==> config.mk <==
export PLATFORM = sky130hd
export DESIGN_NAME = alu_arbiter
export DESIGN_NICKNAME = d
export VERILOG_FILES = /design/src/rtl/alu_arbiter.sv
export SDC_FILE = /design/constraint.sdc
export NUM_CORES = 1
export LEC_CHECK = 0
export BUFFER_PORTS_ARGS = -buffer_cell sky130_fd_sc_hd__buf_2
export CORE_AREA = 2 2 65 67
export DETAILED_ROUTE_END_ITERATION = 16
export DIE_AREA = 0 0 67 69
export PLACE_DENSITY = 0.76
export SYNTH_ARGS = -nofsm -noshare
export SYNTH_HDL_FRONTEND = slang
export SYNTH_SLANG_ARGS = --single-unit
==> constraint.sdc <==
create_clock -name clk -period 1.95 [get_ports clk]
set_clock_uncertainty 0.1 [all_clocks]
set_input_delay 0.0975 -clock clk [delete_from_list [all_inputs] [get_ports clk]]
set_output_delay 0.0975 -clock clk [all_outputs]
set_load 0.005 [all_outputs]
==> src/rtl/alu_arbiter.sv <==
// alu_arbiter: two-requester round-robin front end for a single shared
// combinational ALU. At most one operation is in flight: a request is
// accepted in IDLE, its operands drive the ALU during EXEC, and the captured
// result is offered to the owning requester in RESP.
//
// Ports:
//   clk, rst                  clock, asynchronous active-high reset
//   clk_en                    state advances / handshakes complete only when high
//   reqN_valid/ready          request handshake per requester (N = 0, 1)
//   reqN_op/a/b               operation code and operands per requester
//   rspN_valid/ready          response handshake per requester
//   rsp_res/carry/zero        shared response payload (valid with a rspN_valid)
//   alu_op/a/b                drive the external ALU (zero outside EXEC)
//   alu_res/carry/zero        ALU results, same cycle
module alu_arbiter #(
    parameter int unsigned RR_INIT = 0
) (
    input  logic       clk,
    input  logic       rst,
    input  logic       clk_en,
    input  logic       req0_valid,
    input  logic       req1_valid,
    output logic       req0_ready,
    output logic       req1_ready,
    input  logic [2:0] req0_op,
    input  logic [2:0] req1_op,
    input  logic [7:0] req0_a,
    input  logic [7:0] req1_a,
    input  logic [7:0] req0_b,
    input  logic [7:0] req1_b,
    output logic       rsp0_valid,
    output logic       rsp1_valid,
    input  logic       rsp0_ready,
    input  logic       rsp1_ready,
    output logic [7:0] rsp_res,
    output logic       rsp_carry,
    output logic       rsp_zero,
    output logic [2:0] alu_op,
    output logic [7:0] alu_a,
    output logic [7:0] alu_b,
    input  logic [7:0] alu_res,
    input  logic       alu_carry,
    input  logic       alu_zero
);

    localparam logic RrInitBit = RR_INIT[0];

    typedef enum logic [1:0] {
        StIdle = 2'd0,
        StExec = 2'd1,
        StResp = 2'd2
    } state_t;

    state_t     r_state, w_state_next;
    logic       r_prio, w_prio_next;    // id of the requester that wins a tie
    logic       r_owner, w_owner_next;  // id of the requester in flight
    logic [2:0] r_op, w_op_next;
    logic [7:0] r_a, w_a_next;
    logic [7:0] r_b, w_b_next;
    logic [7:0] r_res, w_res_next;
    logic       r_carry, w_carry_next;
    logic       r_zero, w_zero_next;

    logic       w_grant0;
    logic       w_grant1;
    logic       w_owner_rsp_ready;

    // A lone valid requester wins; on contention the priority holder wins.
    assign w_grant0 = req0_valid & (~req1_valid | ~r_prio);
    assign w_grant1 = req1_valid & (~req0_valid | r_prio);

    // Readies are masked during reset so nothing looks accepted while rst is high.
    assign req0_ready = (r_state == StIdle) & w_grant0 & ~rst;
    assign req1_ready = (r_state == StIdle) & w_grant1 & ~rst;

    assign rsp0_valid = (r_state == StResp) & ~r_owner;
    assign rsp1_valid = (r_state == StResp) & r_owner;
    assign rsp_res    = r_res;
    assign rsp_carry  = r_carry;
    assign rsp_zero   = r_zero;

    assign alu_op = (r_state == StExec) ? r_op : 3'd0;
    assign alu_a  = (r_state == StExec) ? r_a  : 8'd0;
    assign alu_b  = (r_state == StExec) ? r_b  : 8'd0;

    // The non-owner's ready is never looked at.
    assign w_owner_rsp_ready = r_owner ? rsp1_ready : rsp0_ready;

    always_comb begin
        w_state_next = r_state;
        w_prio_next  = r_prio;
        w_owner_next = r_owner;
        w_op_next    = r_op;
        w_a_next     = r_a;
        w_b_next     = r_b;
        w_res_next   = r_res;
        w_carry_next = r_carry;
        w_zero_next  = r_zero;
        unique case (r_state)
            StIdle: begin
                if (clk_en && (req0_ready || req1_ready)) begin
                    w_state_next = StExec;
                    w_owner_next = req1_ready;
                    w_op_next    = req1_ready ? req1_op : req0_op;
                    w_a_next     = req1_ready ? req1_a  : req0_a;
                    w_b_next     = req1_ready ? req1_b  : req0_b;
                    // Round-robin: priority moves to the requester not just served.
                    w_prio_next  = ~req1_ready;
                end
            end
            StExec: begin
                if (clk_en) begin
                    w_state_next = StResp;
                    w_res_next   = alu_res;
                    w_carry_next = alu_carry;
                    w_zero_next  = alu_zero;
                end
            end
            StResp: begin
                if (clk_en && w_owner_rsp_ready) begin
                    w_state_next = StIdle;
                end
            end
            default: begin
                w_state_next = StIdle;
            end
        endcase
    end

    always_ff @(posedge clk or posedge rst) begin
        if (rst) begin
            r_state <= StIdle;
            r_prio  <= RrInitBit;
            r_owner <= 1'b0;
            r_op    <= 3'd0;
            r_a     <= 8'd0;
            r_b     <= 8'd0;
            r_res   <= 8'd0;
            r_carry <= 1'b0;
            r_zero  <= 1'b0;
        end else begin
            r_state <= w_state_next;
            r_prio  <= w_prio_next;
            r_owner <= w_owner_next;
            r_op    <= w_op_next;
            r_a     <= w_a_next;
            r_b     <= w_b_next;
            r_res   <= w_res_next;
            r_carry <= w_carry_next;
            r_zero  <= w_zero_next;
        end
    end

endmodule

==> flow_summary_export.csv, run 1 <==
group,metric,value,unit
synth,synth_cell_types,23,
clock_tree,root_buffer,"clkbuf_8",
setup_path,setup.worst_path.end_class,"primary output",
clock_tree,insertion_delay,270,ps
drt,postRouteAntennaNets,0,
synth,yosys.area.top_type,"dfrtp_1",
global_route,grt_pass1_wl,7470,um
drt,dr.pass1.iters,5,
global_route,grt_overflow,0,
drt,wl_per_cell,13.0,um
clock_tree,postCtsSetupRepairBufs,0,
global_route,track_usage,21.1,%
sta,min_period,1810,ps
floorplanning,die_w,67,um
setup_path,ff2ff_setup_slack,200,ps
placed_design,place_congestion,0.711,
floorplanning,rows,23,
setup_path,crit_path_top_delay_cell,"dfrtp_1",
drt,num_vias,1678,
placed_design,io_buffers,87,
synth,synth_top_area_share,50.3,%
worst_hold_path,hp-class,"in -> reg",
setup_path,reg2reg_depth,3,
global_route,antenna_found_initial,0,
layout,final_layout_size_suffix_gt1_share,35.9,%
worst_hold_path,worstHoldStart,"req1_a[2]",
drt,routed_wl,4720,um
floorplanning,fp.dieH,69,um
clock_tree,clock_sinks,33,
synth,syn_avg_cell_area,9.55,um^2
synth,syn_area,1640,um^2
synth,synth_edf_count,0,
worst_hold_path,min_to,"r_a[2]",
floorplanning,start_util,42.0,%
floorplanning,io_pins,88,
power_and_ir_drop,p_leak,1.59,nW
sta,rsz0062_at_grt,"no",
synth,seq_area_frac_synth,50.3,%
global_route,first_global_vias,1783,
clock_tree,htree_levels,2,
layout,finalNetCount,366,
synth,synth_warnings,0,
setup_path,slowest_delay,400,ps
sta,timing.fmax,554,MHz
clock_tree,clk_pin_slew,60,ps
sta,whs,12.5,ps
drt,drtIter0Drc,146,
sta,tns,0,ps
clock_tree,clock_path_buffers,2,
drt,drc,0,
drt,vias_per_cell,4.64,
sta,maxSlewViolCount,0,
layout,final_cell_mix,"buf_2 (87), inv_1 (61), dlygate4sd3_1 (49), dfrtp_1 (33), nor2_1 (21)",
power_and_ir_drop,power_density,1010,nW/um^2
setup_path,cp-start-kind,"flop",
outcome,status,"complete, no violations",
sta,worst_slew_pin_slew,873,ps
setup_path,crit_fanout,11,
setup_path,path_cells,"and2b_2, inv_1, buf_4, nor2_1, buf_2",
synth,synth_seq_cells,33,
worst_hold_path,hold_depth,3,
setup_path,r2r_end,"r_a[2]",
layout,mostFrequentLayoutCell,"buf_2",
sta,finalSetupViolations,0,
clock_tree,cts_buffers,5,
synth,netlist_instances,172,
clock_tree,cts_tree,"built",
setup_path,r2r_start,"r_state[1]",
power_and_ir_drop,peakVddDrop,0.593,mV
synth,synthTopCellsByArea,"dfrtp_1 (50%), inv_1 (14%), a222oi_1 (12%)",
run,max_cap_viol_count,0,
sta,slew_headroom,41.8,%
setup_path,cp.arrival,1610,ps
floorplanning,coreArea,3910,um^2
layout,fill_cells,339,
synth,syn-num-nets,227,
synth,synthArstFlopShare,100,%
floorplanning,dieArea,4620,um^2
setup_path,worstPathRequired,1750,ps
layout,n_antenna_cell,0,
sta,fin_crit_sh,92.6,%
placed_design,hpwl,2930,um
layout,area_delta_synth_final,62.5,%
synth,synth_ff_type,"dfrtp_1",
global_route,grt_max_degree,23,
sta,final_hold_viol_count,0,
setup_path,critPathKind,"reg -> out",
Yosys cell counts (2+ instances only):
cell type	count
dfrtp_1	33
nor4_1	2
buf_4	3
buf_6	3
nor2_1	21
clkbuf_1	2
mux2_2	10
a222oi_1	19
inv_1	61
o21ai_0	2
nand2_1	4
routing by layer:
layer	share of wire (%)	GRT usage (%)
met5	0	0
met4	1.5	5.44
met3	5.1	6.20
met2	54	39.5
met1	40	22.2
critical path, delay by kind of cell (launching register included):
kind	cells	cell delay (ps)
flip-flops	1	400
buffers and inverters	3	640
AND/OR/NAND/NOR	2	310
flip-flops by register name, summed over array words and instances (netlist names):
name       cells
r_owner        1
r_prio         1
rsp_carry      1
rsp_res        8
r_op           3
r_b            8
r_state        2
r_a            8
rsp_zero       1
where the power goes:
part           total [mW]  internal (mW)  switching [mW]
Clock               0.470          0.253           0.217
Sequential           1.14           1.01           0.137
Combinational        1.08          0.564           0.518
Total                2.70           1.83           0.872
what timing repair did:
item / 4_1_cts / 5_1_grt
endpoints found under the hold margin: 63 / 0
hold buffers: 49 / 0
resized for setup: 0 / 0
through the flow:
step	setup slack (ps)	cells	power [mW]	util (%)	cell area (um^2)
finish	144	362	2.70	68.2	2670
global placement	250	305	2.09	53.6	2100
global route	12.7	362	2.91	68.2	2670
floorplan	469	172	1.75	-	1640
CTS	143	362	2.70	68.2	2670
detailed placement	196	305	2.15	53.6	2100
cell families after synthesis:
group / synth area share [%]
AOI/OAI and AO/OA: 13.6
and+or+nand+nor: 9.98
muxes: 7.46
DFF: 50.3
buffers and inverters: 18.7
final cells by class:
type                            count  area (um^2)  area share [%]
Timing Repair Buffer              141          963            36.1
Sequential cell                    33          826            30.9
Multi-Input combinational cell     69          509            19.1
Inverter                           61          229            8.58
Clock buffer                        8         80.1            3.00
Tap cell                           50         62.6            2.34
worst max-delay path by stage:
stage | start | slack [ps] | to | cells after the start
floorplan | r_state[1] | 470 | r_a[7] | 5
global placement | r_state[1] | 250 | r_a[0] | 3
detailed placement | r_state[1] | 200 | r_op[1] | 3
CTS | r_state[0] | 140 | alu_a[7] | 5
global route | r_state[0] | 10 | alu_a[7] | 5
finish | r_state[1] | 140 | alu_a[7] | 5
(Power assumes the default switching activity.)
==> run 2: changes to the inputs <==
CORE_AREA = 2 2 62 64   (was 2 2 65 67)
DIE_AREA = 0 0 64 66   (was 0 0 67 69)
PLACE_DENSITY = 0.82   (was 0.76)
clock period = 2.2 ns   (was 1.95 ns; I/O delays follow)
==> flow_summary_export.csv, run 2 (synthesis gave the netlist of run 1 again) <==
group,metric,value,unit
outcome,status,"complete, no violations",
global_route,antenna_found_initial,0,
sta,slew_headroom,41.2,%
setup_path,path_cells,"and2b_2, inv_1, nor2_1, buf_2",
setup_path,cp.arrival,1740,ps
placed_design,place_congestion,0.756,
global_route,grt_pass1_wl,7470,um
setup_path,ff2ff_setup_slack,410,ps
setup_path,slowest_delay,490,ps
worst_hold_path,hp-class,"in -> reg",
sta,final_hold_viol_count,0,
power_and_ir_drop,p_leak,1.57,nW
setup_path,crit_path_top_delay_cell,"inv_1",
clock_tree,cts_tree,"built",
power_and_ir_drop,swShare,33.7,%
power_and_ir_drop,p_sw,0.762,mW
layout,area_delta_synth_final,59.9,%
drt,dr.pass1.iters,6,
sta,min_period,1950,ps
global_route,track_usage,23.7,%
drt,drc,0,
sta,tns,0,ps
power_and_ir_drop,sequentialPowerShare,44.7,%
drt,routed_wl,4790,um
sta,rsz0062_at_grt,"no",
global_route,use_met3,7.67,%
setup_path,r2r_end,"r_b[6]",
global_route,first_global_vias,1690,
power_and_ir_drop,clkPwrFrac,14.1,%
setup_path,cp-start-kind,"flop",
layout,fin_area,2630,um^2
floorplanning,io_pins,88,
floorplanning,start_util,46.3,%
run,max_cap_viol_count,0,
power_and_ir_drop,combPwrFrac,41.2,%
sta,timing.fmax,512,MHz
setup_path,setup.worst_path.end_class,"primary output",
clock_tree,clk_pin_slew,90,ps
layout,mostFrequentLayoutCell,"buf_2",
floorplanning,die_w,64,um
placed_design,placed_area,2070,um^2
setup_path,crit_fanout,20,
setup_path,r2r_start,"r_state[1]",
setup_path,path_delay_family,"buffers and inverters",
floorplanning,rows,22,
clock_tree,cts_buffers,5,
clock_tree,postCtsSetupRepairBufs,0,
drt,num_vias,1729,
power_and_ir_drop,power_density,862,nW/um^2
sta,maxSlewViolCount,0,
layout,final_layout_size_suffix_gt1_share,35.8,%
setup_path,worstPathRequired,1990,ps
clock_tree,insertion_delay,330,ps
drt,drtIter0Drc,191,
setup_path,reg2reg_depth,3,
clock_tree,cts_resized,0,
layout,finalNetCount,364,
floorplanning,fp.dieH,66,um
drt,postRouteAntennaNets,0,
clock_tree,clock_path_buffers,2,
clock_tree,root_buffer,"clkbuf_4",
worst_hold_path,min_to,"r_state[1]",
clock_tree,cts_hold_buf,50,
placed_design,hpwl,2650,um
sta,fin_crit_sh,88.8,%
global_route,use_met2,43.4,%
power_and_ir_drop,p_int,1.50,mW
worst_hold_path,hold_depth,4,
floorplanning,coreArea,3550,um^2
global_route,grtUsageMet1,24.7,%
sta,finalSetupViolations,0,
floorplanning,dieArea,4220,um^2
global_route,busiest_layer,"met2",
sta,worst_slew_pin_slew,883,ps
setup_path,critPathKind,"reg -> out",
drt,vias_per_cell,4.83,
power_and_ir_drop,peakVddDrop,0.481,mV
global_route,grt_max_degree,25,
global_route,grt_overflow,0,
placed_design,io_buffers,87,
clock_tree,htree_levels,2,
drt,wl_per_cell,13.4,um
worst_hold_path,worstHoldStart,"rsp0_ready",
setup_path,cp_num_buf_inv,2,
layout,final_cell_mix,"buf_2 (87), inv_1 (61), dlygate4sd3_1 (50), dfrtp_1 (33), nor2_1 (21)",
clock_tree,clock_sinks,33,
layout,n_antenna_cell,0,
==> run 2: changes by cell type in the layout (fill, tap and decap cells not counted) <==
cell,delta
buf_4,-3
clkbuf_1,-2
clkbuf_4,+5
clkbuf_8,-5
clkinv_2,+2
dlygate4sd3_1,+1
==> run 2: cell type report <==
cell class              count  area, um^2
inverters                  61         229
fillers                   246         925
flip-flops and latches     33         826
well taps                  48        60.1
multi-input cells          69         509
repair buffers            139         951
clock buffers               6        41.3
clock inverters             2        10.0
==> run 2: power by group through the flow <==
stage	clock network, mW	logic, mW	registers, mW
6_report	0.319	0.934	1.01
3_3_place_gp	0	0.841	1.01
3_5_place_dp	0	0.856	1.02
2_1_floorplan	0	0.541	1.01
4_1_cts	0.328	0.928	1.01
5_1_grt	0.364	1.04	1.04
==> run 2: per-stage QoR <==
stage          hold WS [ps]  worst slack [ps]  cells  total power [mW]  util (%)
2_1_floorplan           122               719    172              1.55         -
4_1_cts                22.4               257    358              2.27      74.0
3_5_place_dp           34.4               447    300              1.88      58.4
6_report               28.2               247    358              2.26      74.0
5_1_grt                39.3              97.9    358              2.45      74.0
3_3_place_gp           37.1               488    300              1.85      58.4
==> run 2: worst max path at each step <==
| stage | cells after the start | slack (ps) | from | to |
|---|---|---|---|---|
| 6_report | 4 | 250 | r_state[1] | alu_op[1] |
| 5_1_grt | 4 | 100 | r_state[1] | alu_op[1] |
| 4_1_cts | 4 | 260 | r_state[1] | alu_b[4] |
| 3_5_place_dp | 3 | 450 | r_state[1] | r_b[6] |
| 3_3_place_gp | 3 | 490 | r_state[1] | r_a[1] |
| 2_1_floorplan | 5 | 720 | r_state[1] | r_a[7] |
==> run 2: routing by layer <==
metal | vias up | share of wire (%)
li1 | 824 | -
met1 | 801 | 37
met2 | 89 | 52
met3 | 15 | 6.7
met4 | 0 | 3.4
met5 | - | 0
==> run 2: worst reg2reg max path: stages (launching register included) <==
cell      delay, ps
dfrtp_1         430
nor4b_2         370
and3_2          510
a222oi_1        210
